$ cat src/rtl/spi_sclk_engine_if.sv
// Control/strobe bundle between the SPI control FSM (master side) and the SCLK engine (slave side).
interface spi_sclk_engine_if #(
  parameter int DIV_W = 8,
  parameter int CNT_W = 6
);
  logic             start;
  logic             abort;
  logic             cpol;
  logic             cpha;
  logic [DIV_W-1:0] div;
  logic [CNT_W-1:0] nbits;
  logic             sclk;
  logic             sample_stb;
  logic             shift_stb;
  logic             busy;
  logic             done;

  modport master (
    output start, abort, cpol, cpha, div, nbits,
    input  sclk, sample_stb, shift_stb, busy, done
  );

  modport slave (
    input  start, abort, cpol, cpha, div, nbits,
    output sclk, sample_stb, shift_stb, busy, done
  );
endinterface

$ cat src/rtl/spi_sclk_engine.sv
// SPI serial-clock engine: SCLK generation for all CPOL/CPHA modes, per-edge sample/shift strobes,
// busy/done framing. Define SPI_SCLK_GAP_EN to append GAP idle half-periods after each frame.
module spi_sclk_engine #(
  parameter int DIV_W    = 8,
  parameter int CNT_W    = 6,
  parameter bit CPOL_DEF = 1'b0,
  parameter int GAP      = 2
) (
  input logic               clk,
  input logic               reset,
  spi_sclk_engine_if.slave  bus
);

  typedef enum logic [1:0] {ST_IDLE, ST_RUN, ST_TAIL, ST_GAP} state_t;

  state_t           state, state_nxt;
  logic             cpol_q, cpha_q;
  logic [DIV_W-1:0] div_q, hc;
  logic [CNT_W-1:0] nbits_q;
  logic [CNT_W:0]   ec, ec_inc;
  logic             sclk_q;
  logic             accept, hp_end, last_edge;

  if (GAP < 1) begin : g_gap_check
    $error("spi_sclk_engine: GAP must be at least 1");
  end

  assign accept    = (state == ST_IDLE) && bus.start && !bus.abort;
  assign hp_end    = (hc == div_q);
  assign ec_inc    = ec + 1'b1;
  assign last_edge = (ec_inc == {nbits_q, 1'b0});
  assign bus.sclk  = sclk_q;

`ifdef SPI_SCLK_GAP_EN
  localparam int GAP_W = (GAP > 1) ? $clog2(GAP) : 1;

  logic [GAP_W-1:0] gc;
  logic             gap_last;

  assign gap_last = hp_end && (gc == GAP_W'(GAP - 1));

  always_ff @(posedge clk or posedge reset) begin
    if (reset)                gc <= '0;
    else if (state != ST_GAP) gc <= '0;
    else if (hp_end)          gc <= gc + 1'b1;
  end
`endif

  always_ff @(posedge clk or posedge reset) begin
    if (reset) state <= ST_IDLE;
    else       state <= state_nxt;
  end

  // NOTE: every comb block assigns its outputs a default first, so no path can infer a latch.
  always_comb begin
    state_nxt = state;
    case (state)
      ST_IDLE: if (accept) state_nxt = (bus.nbits == '0) ? ST_TAIL : ST_RUN;
      ST_RUN: begin
        if (bus.abort)                state_nxt = ST_IDLE;
        else if (hp_end && last_edge) state_nxt = ST_TAIL;
      end
      ST_TAIL: begin
        if (bus.abort)   state_nxt = ST_IDLE;
`ifdef SPI_SCLK_GAP_EN
        else if (hp_end) state_nxt = ST_GAP;
`else
        else if (hp_end) state_nxt = ST_IDLE;
`endif
      end
`ifdef SPI_SCLK_GAP_EN
      ST_GAP: if (bus.abort || gap_last) state_nxt = ST_IDLE;
`endif
      default: state_nxt = ST_IDLE;
    endcase
  end

  // NOTE: registers use non-blocking assignments so all of them update from pre-edge values.
  always_ff @(posedge clk or posedge reset) begin
    if (reset) begin
      cpol_q  <= 1'b0;
      cpha_q  <= 1'b0;
      div_q   <= '0;
      nbits_q <= '0;
      hc      <= '0;
      ec      <= '0;
      sclk_q  <= CPOL_DEF;
    end else begin
      if (accept) begin
        cpol_q  <= bus.cpol;
        cpha_q  <= bus.cpha;
        div_q   <= bus.div;
        nbits_q <= bus.nbits;
      end

      if (state == ST_IDLE || bus.abort || hp_end) hc <= '0;
      else                                         hc <= hc + 1'b1;

      if (state != ST_RUN || bus.abort) ec <= '0;
      else if (hp_end)                  ec <= ec_inc;

      // Idle tracks the live polarity so the line is already correct when a frame starts.
      if (state == ST_IDLE)                sclk_q <= bus.cpol;
      else if (bus.abort)                  sclk_q <= cpol_q;
      else if (state == ST_RUN && hp_end)  sclk_q <= ~sclk_q;
    end
  end

  always_comb begin
    bus.busy       = (state != ST_IDLE);
    bus.sample_stb = 1'b0;
    bus.shift_stb  = 1'b0;
    bus.done       = 1'b0;
    case (state)
      ST_RUN: begin
        // ec_inc is the number of the edge happening now; odd numbers are leading edges.
        if (hp_end && !bus.abort) begin
          if (cpha_q) begin
            bus.shift_stb  = ec_inc[0];
            bus.sample_stb = !ec_inc[0];
          end else begin
            bus.sample_stb = ec_inc[0];
            bus.shift_stb  = !ec_inc[0] && !last_edge;
          end
        end
      end
`ifdef SPI_SCLK_GAP_EN
      ST_GAP:  bus.done = gap_last && !bus.abort;
`else
      ST_TAIL: bus.done = hp_end && !bus.abort;
`endif
      default: ;
    endcase
  end

endmodule

$ cat src/flat_wrapper.sv
// flat-port wrapper written by rule: the top's interface ports become plain ports
module spi_sclk_engine_flat 
#(
  parameter int DIV_W    = 8,
  parameter int CNT_W    = 6,
  parameter bit CPOL_DEF = 1'b0,
  parameter int GAP      = 2
)
  (clk, reset, bus_start, bus_abort, bus_cpol, bus_cpha, bus_div, bus_nbits, bus_sclk, bus_sample_stb, bus_shift_stb, bus_busy, bus_done);
  spi_sclk_engine_if #(.DIV_W(DIV_W), .CNT_W(CNT_W)) bus_i ();
  input logic clk;
  input logic reset;
  input wire logic [$bits(bus_i.start)-1:0] bus_start;
  input wire logic [$bits(bus_i.abort)-1:0] bus_abort;
  input wire logic [$bits(bus_i.cpol)-1:0] bus_cpol;
  input wire logic [$bits(bus_i.cpha)-1:0] bus_cpha;
  input wire logic [$bits(bus_i.div)-1:0] bus_div;
  input wire logic [$bits(bus_i.nbits)-1:0] bus_nbits;
  output wire logic [$bits(bus_i.sclk)-1:0] bus_sclk;
  output wire logic [$bits(bus_i.sample_stb)-1:0] bus_sample_stb;
  output wire logic [$bits(bus_i.shift_stb)-1:0] bus_shift_stb;
  output wire logic [$bits(bus_i.busy)-1:0] bus_busy;
  output wire logic [$bits(bus_i.done)-1:0] bus_done;
  assign bus_i.start = bus_start;
  assign bus_i.abort = bus_abort;
  assign bus_i.cpol = bus_cpol;
  assign bus_i.cpha = bus_cpha;
  assign bus_i.div = bus_div;
  assign bus_i.nbits = bus_nbits;
  assign bus_sclk = bus_i.sclk;
  assign bus_sample_stb = bus_i.sample_stb;
  assign bus_shift_stb = bus_i.shift_stb;
  assign bus_busy = bus_i.busy;
  assign bus_done = bus_i.done;
  spi_sclk_engine #(.DIV_W(DIV_W), .CNT_W(CNT_W), .CPOL_DEF(CPOL_DEF), .GAP(GAP)) u_core (.clk(clk), .reset(reset), .bus(bus_i));
endmodule
$ cat config.mk
export PLATFORM = sky130hd
export DESIGN_NAME = spi_sclk_engine_flat
export DESIGN_NICKNAME = d
export VERILOG_FILES = /design/src/rtl/spi_sclk_engine_if.sv /design/src/rtl/spi_sclk_engine.sv /design/src/flat_wrapper.sv
export SDC_FILE = /design/constraint.sdc
export NUM_CORES = 1
export LEC_CHECK = 0
export CAP_MARGIN = 20
export CORE_ASPECT_RATIO = 1.4
export CORE_UTILIZATION = 45
export CTS_CLUSTER_SIZE = 25
export DETAILED_ROUTE_END_ITERATION = 16
export GPL_ROUTABILITY_DRIVEN = 0
export PLACE_DENSITY_LB_ADDON = 0.15
export SETUP_SLACK_MARGIN = 0.05
export SYNTH_ARGS = -nofsm -noshare
export SYNTH_HDL_FRONTEND = slang
export SYNTH_SLANG_ARGS = --single-unit
export TNS_END_PERCENT = 1
$ cat constraint.sdc
create_clock -name clk -period 4.1 [get_ports clk]
set_input_delay 0.82 -clock clk [delete_from_list [all_inputs] [get_ports clk]]
set_output_delay 0.82 -clock clk [all_outputs]
set_load 0.01 [all_outputs]
==> impl_metrics.json <==
{
  "grt_pass1_wl_mm": 5.74,
  "syn_to_final_growth_pct": 21.5,
  "port-buffer-count": 24,
  "dr.pass1.iters": 6,
  "fin_nets": 213,
  "cts_made_buffers": 5,
  "drv_slew": 0,
  "maxCapViolations": 0,
  "dieWidth_um": 55.1,
  "worst_pin_slew_ns": 0.898,
  "async_flop_share": 1.00,
  "synth.avg_cell_area_um2": 11.0,
  "power_mw": 0.792,
  "yosysSeqAreaShare": 0.480,
  "finalSetupTns_ns": 0,
  "setup_violations": 0,
  "wire_per_inst_um": 14.5,
  "clk-insertion-delay-late_ns": 0.29,
  "grt_setup_unrepaired": "false",
  "drive_above_1_share": 0.161,
  "instances_no_fill": 234,
  "fmax_mhz": 264,
  "powerDensity_nw_per_um2": 367,
  "clockBufferDepth": 2,
  "vias": 1268,
  "yosysWarnings": 0,
  "cts_root_buffer": "clkbuf_8",
  "hold_viol": 0,
  "cp_slowest_cell": "clkdlybuf4s50_1",
  "cpMostUsedCell": "clkdlybuf4s50_1",
  "cts_sinks": 34,
  "design.die.area_um2": 4200,
  "layout_commonest_cell": "dfrtp_1",
  "ys_ff_latch": 34,
  "cts_resized": 0,
  "syn_area_um2": 1770,
  "antennaDiodeCount": 0,
  "p_leak_nw": 0.841,
  "dp_cells": 226,
  "ys.flop_type": "dfrtp_1",
  "final_cell_mix": "34 x dfrtp_1, 24 x xnor2_1, 24 x clkdlybuf4s50_1",
  "cts-htree-levels": 2,
  "drtIter0Drc": 25,
  "hold_path_class": "flop to flop",
  "grt_antenna_before_repair": 0,
  "synth-edff-count": 0,
  "min_period_ns": 3.79,
  "row_count": 26,
  "endpoint_kind": "output pin",
  "fillers": 335,
  "core_um2": 3710,
  "synthCells": 161,
  "r2r_slack_ns": 2.06,
  "final_antenna_net_count": 0,
  "crit_chain": "clkdlybuf4s50_1 -> inv_1 -> nand3_1 -> nor4_1 -> a21boi_0 -> clkdlybuf4s50_1",
  "crit_arrival_ns": 2.97,
  "grt_pass1_vias": 1305,
  "critical_path.max_fanout": 9,
  "gr-usage-all-layers": 0.191,
  "cp_num_buf_inv": 3,
  "critPathMaxStageDelay_ns": 0.56,
  "num_io_pins": 25,
  "start_util": 0.478,
  "skew_ns": 0.00666,
  "hpwl_mm": 2.55,
  "synth_cell_type_count": 32,
  "cpLargestDelayFamily": "buffers and inverters",
  "synth_fp_nets": 183,
  "post_cts_buffers": 0,
  "routed_wl_mm": 3.38,
  "cts_tree": "done",
  "crit_type": "input port to output pin",
  "drc": 0,
  "relSlewSlack": 0.400,
  "irDropWorstVdd_uv": 299,
  "min_period_over_period": 0.925,
  "hold_buffers": 0,
  "post-route-util": 0.581,
  "status": "completed",
  "die_y_um": 76.3,
  "grt_max_degree": 26,
  "avgViaCountPerCell": 5.42,
  "start_kind": "input port",
  "grt_overflow": 0,
  "hold_ws_ns": 0.515,
  "crit_required_ns": 3.28,
  "cts.reportedPaths.clkPinSlew_ns": 0.07
}
## metrics by stage
| stage | cell area [um^2] | setup slack (ns) |
|---|---|---|
| after floorplan | 1770 | 1.48 |
| after global placement | 2060 | 0.431 |
| after detailed placement | 2060 | 0.331 |
| after CTS | 2160 | 0.317 |
| after global routing | 2160 | 0.189 |
| final | 2160 | 0.308 |
## synth_stat cells, types with 2 or more instances
master	instances	share of area
xnor2_1	24	0.12
o21ai_0	5	0.014
mux2_2	15	0.095
dfrtp_1	34	0.48
and3_1	3	0.011
nor4_1	2	0.0071
nand2_1	8	0.017
ha_1	2	0.014
xor2_1	6	0.030
a21oi_1	2	0.0056
nor2_1	17	0.036
inv_1	7	0.015
nand4_4	2	0.024
nor3_1	7	0.020
nand3_1	10	0.028
## layer usage
layer | share of wire | global-route usage | up-vias | routed length (um)
li1 | - | - | 621 | -
met1 | 0.41 | 0.216 | 619 | 1390
met2 | 0.54 | 0.316 | 23 | 1820
met3 | 0.038 | 0.0659 | 5 | 128
met4 | 0.014 | 0.0750 | 0 | 46
met5 | 0 | 0 | - | 0
## final timing paths
| kind | from | endpoint | cells after the start |
|---|---|---|---|
| max in group asynchronous | reset | u_core.state[1]$_DFFE_PP0P_ | 3 |
| setup / recovery | bus_abort | bus_shift_stb | 6 |
| hold / removal | u_core.cpol_q$_DFFE_PP0P_ | u_core.cpol_q$_DFFE_PP0P_ | 1 |
| hold reg to reg | u_core.cpol_q$_DFFE_PP0P_ | u_core.cpol_q$_DFFE_PP0P_ | 1 |
| min in group asynchronous | reset | u_core.ec[5]$_DFFE_PP0P_ | 2 |
| setup reg to reg | u_core.state[0]$_DFFE_PP0P_ | u_core.nbits_q[5]$_DFFE_PP0P_ | 4 |
## sequential cells by signal (all words and copies together) (netlist names)
| name | cells |
|---|---|
| u_core.bus.sclk | 1 |
| u_core.div_q | 8 |
| u_core.hc | 8 |
| u_core.nbits_q | 6 |
| u_core.cpha_q | 1 |
| u_core.cpol_q | 1 |
| u_core.state | 2 |
| u_core.ec | 7 |
## report_power, final
part,switching (mW),leakage [nW],total [mW],internal (mW)
logic,0.0629,0.356,0.141,0.0785
clock network,0.120,0.0482,0.255,0.135
registers,0.0257,0.437,0.395,0.369
total,0.208,0.841,0.792,0.583
## cells by family after synthesis
logic type,after synthesis,synth area share
xor gates and xnor gates,30,0.148
muxes,16,0.104
buffers and inverters,9,0.0204
DFF,34,0.480
adders and majority gates,2,0.0141
AOI/OAI and AO/OA,15,0.0656
and+or+nand+nor,55,0.169
## area by class of cell
cell class	count	area [um^2]	area share
clock inverter	1	5.00	0.00232
timing repair buffer	25	248	0.115
inverter	7	26.3	0.0122
clock buffer	7	86.3	0.0400
tap	42	52.6	0.0244
sequential	34	851	0.395
multi-input combinational	118	887	0.411
Note: power is estimated with default switching activity, not from simulation.
==> RTL change 1, RTL diff (config.mk and constraints unchanged) <==
Re-encode `state_t` (4 states) as one-hot, 4 bits wide.
--- a/src/rtl/spi_sclk_engine.sv
+++ b/src/rtl/spi_sclk_engine.sv
@@ -11,7 +11,7 @@
   spi_sclk_engine_if.slave  bus
 );
 
-  typedef enum logic [1:0] {ST_IDLE, ST_RUN, ST_TAIL, ST_GAP} state_t;
+  typedef enum logic [3:0] {ST_IDLE = 4'b0001, ST_RUN = 4'b0010, ST_TAIL = 4'b0100, ST_GAP = 4'b1000} state_t;
 
   state_t           state, state_nxt;
   logic             cpol_q, cpha_q;
Check against the original RTL: no difference found for any inputs over 10 cycles, from zero or initial values and one cycle with reset high; not proved beyond that.
==> RTL change 1 against the unedited design <==
Sequential cell count grew 1; cell area grew 2.6%; first-iteration DRC count grew 28%; wire length grew 3.5%; setup slack gained 180 ps; synthesized area grew 3.0%; count of clock-buffer cells in the layout shrank 1; highest routed layer unchanged.
Power is not compared: it rests on default switching activity, and its combinational part moved more than twofold at a synthesized area within 25%.
==> RTL change 1: results (changes against the unedited design) <==
Status = finished, final reports clean
Hold_ws = 507 ps (-8.09 ps)
Max Clock Skew = 9.00 ps (+2.34 ps)
Top Registers = u_core.div_q (8), u_core.hc (8), u_core.ec (7)
Flop-to-flop setup slack = 2000 ps (-60 ps)
Root cell of the clock tree = clkbuf_8
Ys async rst share = 100% (unchanged)
Post-synthesis sequential area ratio = 48.0% (+0.059 points)
Postcts setup bufs = 0 (unchanged)
Max IR drop VDD = 0.341 mV
Dpl ws = 507 ps (+177 ps)
PwrDens = 533 mW/mm^2
Most used DFF post-synth = dfrtp_1
Routed wirelength normalized by instance count = 14.7 um (+1.7%)
Post-CTS Resized = 0 (unchanged)
Placed insts = 231 (+2.2%)
Worst hold-check path type = reg2reg
Vias in the first global route = 1329 (+1.8%)
Area after DPL = 0.00211 mm^2 (+2.1%)
Initial drt markers = 32 (+28%)
Worst Path Arrival = 2790 ps (-180 ps)
Fillers = 360 (+7.5%)
Worst-Skew Late Latency = 290 ps (about the same)
Pin count of the biggest net entering global routing = 36 (+38%)
Syn nets = 188 (+2.7%)
Slew HR = 50.4% (+10 points)
First-pass GRT wire length = 6100 um (+6.3%)
Dpl hpwl = 2560 um (+0.56%)
CTS Buffer Depth = 2 (unchanged)
Port Buffers = 24 (unchanged)
Synth Area per Inst = 11.0 um^2 (-0.14%)
Ranking of synthesized cells by area = dfrtp_1 47%, mux2_2 9.9%, xor2_1 9.1%
Static Leak = 0.948 nW
WL final = 3500 um (+3.5%)
Clk slew on worst S/H paths = 60 ps
Max H-tree Level = 2 (unchanged)
Max Fanout on Critical Path = 12 (+3)
Final #Nets = 217 (+1.9%)
Yosys warning count = 0 (unchanged)
Synth top cells by count = 34 x dfrtp_1, 19 x nor2_1, 19 x xor2_1, 16 x mux2_2, 11 x xnor2_1
GRT Resource Usage Total = 18.5% (-0.63 points)
Initial antenna violation count = 0 (unchanged)
Layout cell share with drive strength beyond 1 = 15.4% (-0.76 points)
Post-synth cell types = 34 (+6.3%)
Drt pass-1 iters = 4 (-2)
Vias per cell = 5.48 (+1.2%)
Number of buffers created by CTS = 5 (unchanged)
F_max = 277 MHz (+5.0%)
-- RTL change 1: kinds of logic after synthesis --
kind of cell / share of synthesized area, %
AOI/OAI and AO/OA: 4.66
xor gates and xnor gates: 14.4
adders and majority gates: 1.37
buffers and inverters: 2.53
DFF: 48.0
muxes: 10.4
and+or+nand+nor: 18.6
-- RTL change 1: power breakdown --
group	switching [mW]	internal, mW	total (mW)
Combinational	0.156	0.201	0.358
Clock	0.121	0.178	0.299
Sequential	0.0753	0.446	0.521
Total	0.353	0.825	1.18
-- RTL change 1: path summary, 6_finish.rpt --
check / start / to / depth (start not counted)
setup / recovery: bus_abort / bus_shift_stb / 4
hold / removal: u_core.cpol_q$_DFFE_PP0P_ / u_core.cpol_q$_DFFE_PP0P_ / 1
setup reg to reg: u_core.ec[0]$_DFFE_PP0P_ / u_core.state[1]$_DFFE_PP0P_ / 6
hold reg to reg: u_core.cpol_q$_DFFE_PP0P_ / u_core.cpol_q$_DFFE_PP0P_ / 1
max in group asynchronous: reset / u_core.state[0]$_DFFE_PP1P_ / 3
min in group asynchronous: reset / u_core.hc[7]$_DFF_PP0_ / 3
-- RTL change 1: area by class of cell --
class | count | share of cell area (%)
clock buffer | 6 | 3.28
inverter | 3 | 0.509
sequential | 35 | 39.7
clock inverter | 1 | 1.36
multi-input combinational | 123 | 40.9
timing repair buffer | 27 | 11.9
tap | 43 | 2.43
-- RTL change 1: worst max-delay path: stages --
cell and delay (ps):
clkdlybuf4s50_1 500, or3_1 560, nor4_1 330, clkdlybuf4s50_1 580
-- RTL change 1: per-layer routing --
layer	up-vias	track usage [%]	part of all wire (%)	wire, um
li1	627	-	-	-
met1	637	20.9	40	1390
met2	31	31.9	53	1870
met3	10	4.50	3.8	134
met4	0	10.0	3.0	105
met5	-	0	0	0
==> RTL change 2, RTL diff (config.mk and constraints unchanged) <==
Made on the original files. `DIV_W` is set to 8 in 3 places; all go to 10.
--- a/src/rtl/spi_sclk_engine_if.sv
+++ b/src/rtl/spi_sclk_engine_if.sv
@@ -1,6 +1,6 @@
 // Control/strobe bundle between the SPI control FSM (master side) and the SCLK engine (slave side).
 interface spi_sclk_engine_if #(
-  parameter int DIV_W = 8,
+  parameter int DIV_W = 10,
   parameter int CNT_W = 6
 );
   logic             start;
--- a/src/rtl/spi_sclk_engine.sv
+++ b/src/rtl/spi_sclk_engine.sv
@@ -1,7 +1,7 @@
 // SPI serial-clock engine: SCLK generation for all CPOL/CPHA modes, per-edge sample/shift strobes,
 // busy/done framing. Define SPI_SCLK_GAP_EN to append GAP idle half-periods after each frame.
 module spi_sclk_engine #(
-  parameter int DIV_W    = 8,
+  parameter int DIV_W    = 10,
   parameter int CNT_W    = 6,
   parameter bit CPOL_DEF = 1'b0,
   parameter int GAP      = 2
--- a/src/flat_wrapper.sv
+++ b/src/flat_wrapper.sv
@@ -1,7 +1,7 @@
 // flat-port wrapper written by rule: the top's interface ports become plain ports
 module spi_sclk_engine_flat 
 #(
-  parameter int DIV_W    = 8,
+  parameter int DIV_W    = 10,
   parameter int CNT_W    = 6,
   parameter bit CPOL_DEF = 1'b0,
   parameter int GAP      = 2
Ports: changed (resized bus_div); port bits go from 25 to 27. The function was not compared with the original's and may differ.
==> RTL change 2 against the unedited design <==
Sequential cell count grew 4; synthesized area grew 14%; critical path type is now reg2out; sequential share of layout area about the same; setup slack better by 330 ps; wire length rose by 17%; cell count up 17%; largest cell class unchanged; register-to-register slack got worse by 130 ps; cell area up 12%.
Power is not compared: it rests on default switching activity, and its combinational part moved more than twofold at a synthesized area within 25%.
==> RTL change 2: results (changes against the unedited design) <==
Max-cap violations = 0 (unchanged)
Top Registers = u_core.div_q (10), u_core.hc (10), u_core.ec (7)
Internal = 847 uW
Final #Nets = 236 (+11%)
Static Leak = 0.961 nW
Post-synth cell types = 35 (+9.4%)
Max IR drop VDD = 0.325 mV
Status = finished, final reports clean
Slew HR = 53.8% (+14 points)
Synth top cells by count = 38 x dfrtp_1, 26 x xnor2_1, 24 x nor2_1, 19 x mux2_2, 8 x a21oi_1
Syn nets = 208 (+14%)
Post-CTS Resized = 0 (unchanged)
Max H-tree Level = 2 (unchanged)
Ys async rst share = 100% (unchanged)
Vias per cell = 5.26 (-2.9%)
P_clk = 256 uW
WL final = 3950 um (+17%)
Pin count of the biggest net entering global routing = 39 (+50%)
Top power group = registers
Max Clock Skew = 3.88 ps (-2.77 ps)
Fillers = 401 (+20%)
Ranking of synthesized cells by area = dfrtp_1 47%, xnor2_1 11%, mux2_2 11%
Number of buffers created by CTS = 5 (unchanged)
Postcts setup bufs = 0 (unchanged)
Drt pass-1 iters = 4 (-2)
Yosys warning count = 0 (unchanged)
Final setup viols = 0 (unchanged)
Vias in the first global route = 1549 (+19%)
Root cell of the clock tree = clkbuf_8
Post-synthesis sequential area ratio = 47.2% (-0.78 points)
GRT Resource Usage Total = 19.4% (+0.28 points)
Area after DPL = 0.00232 mm^2 (+12%)
Worst hold-check path type = reg2reg
Dpl hpwl = 2980 um (+17%)
First-pass GRT wire length = 6840 um (+19%)
Worst Path Arrival = 2640 ps (-330 ps)
Most used DFF post-synth = dfrtp_1
Max Fanout on Critical Path = 5 (-4)
Layout cell share with drive strength beyond 1 = 17.4% (+1.2 points)
Antenna Cells = 0 (unchanged)
Initial antenna violation count = 0 (unchanged)
Port Buffers = 26 (+8.3%)
Combinational logic power = 418 uW
CTS Buffer Depth = 2 (unchanged)
Worst-Skew Late Latency = 290 ps (about the same)
Clk slew on worst S/H paths = 70 ps (about the same)
Initial drt markers = 30 (+20%)
==> RTL change 2: cell types whose count changed after synthesis, sizes merged, moves of 5 or more <==
cell,change
a21oi,+6
nand3,-5
nor2,+6
nor3,-5
o21ai,-5
==> RTL change 2: per-layer routing <==
| layer | global-route usage [%] | wire, um | part of all wire [%] | vias up |
|---|---|---|---|---|
| met4 | 10.7 | 137 | 3.5 | 0 |
| met2 | 36.6 | 2180 | 55 | 25 |
| met1 | 19.5 | 1520 | 38 | 705 |
| li1 | - | - | - | 696 |
| met5 | 0 | 0 | 0 | - |
| met3 | 3.98 | 122 | 3.1 | 10 |
==> RTL change 2: kinds of logic (layout without fill, tap and decap cells) <==
logic type,count (synthesis),in the layout,synth area share [%]
compound gates,16,16,6.02
xor+xnor,31,31,13.5
fa+ha+maj,2,2,1.24
buf+inv,12,41,3.41
flops,38,38,47.2
mux,21,21,11.6
simple gates,64,64,17.1
==> RTL change 2: critical path, cell delays in order, from the launching register on <==
cell             delay [ps]
dfrtp_1                 440
ha_1                    350
xor2_1                  170
a211oi_1                220
o311ai_0                210
o31ai_1                 370
nor3_1                  110
clkdlybuf4s50_1         490
==> RTL change 2: final cells by class <==
| cell class | count | area [um^2] | area share (%) |
|---|---|---|---|
| multi-input cells | 134 | 1000 | 41.5 |
| inverters | 5 | 18.8 | 0.778 |
| clock buffers | 7 | 86.3 | 3.58 |
| flip-flops and latches | 38 | 951 | 39.4 |
| clock inverters | 1 | 5.00 | 0.207 |
| repair buffers | 28 | 275 | 11.4 |
| well taps | 60 | 75.1 | 3.11 |
==> RTL change 2: metrics by stage <==
stage,worst slack (ps),cells,hold WS (ps),power [mW]
floorplan,1630,184,481,0.879
detailed placement,678,265,509,1.00
global placement,731,265,493,0.988
global route,463,273,550,1.34
CTS,631,273,525,1.27
finish,637,273,521,1.25
==> RTL change 2: path summary, 6_finish.rpt <==
kind | startpoint | to | cells past startpoint | slack (ps)
max reg2reg | u_core.state[0]$_DFFE_PP0P_ | u_core.div_q[9]$_DFFE_PP0P_ | 5 | 1930
min | u_core.cpol_q$_DFFE_PP0P_ | u_core.cpol_q$_DFFE_PP0P_ | 1 | 520
max | u_core.ec[0]$_DFFE_PP0P_ | bus_shift_stb | 7 | 640
min reg2reg | u_core.cpol_q$_DFFE_PP0P_ | u_core.cpol_q$_DFFE_PP0P_ | 1 | 520
min in group asynchronous | reset | u_core.ec[5]$_DFFE_PP0P_ | 3 | 940
max in group asynchronous | reset | u_core.ec[0]$_DFFE_PP0P_ | 3 | 2830
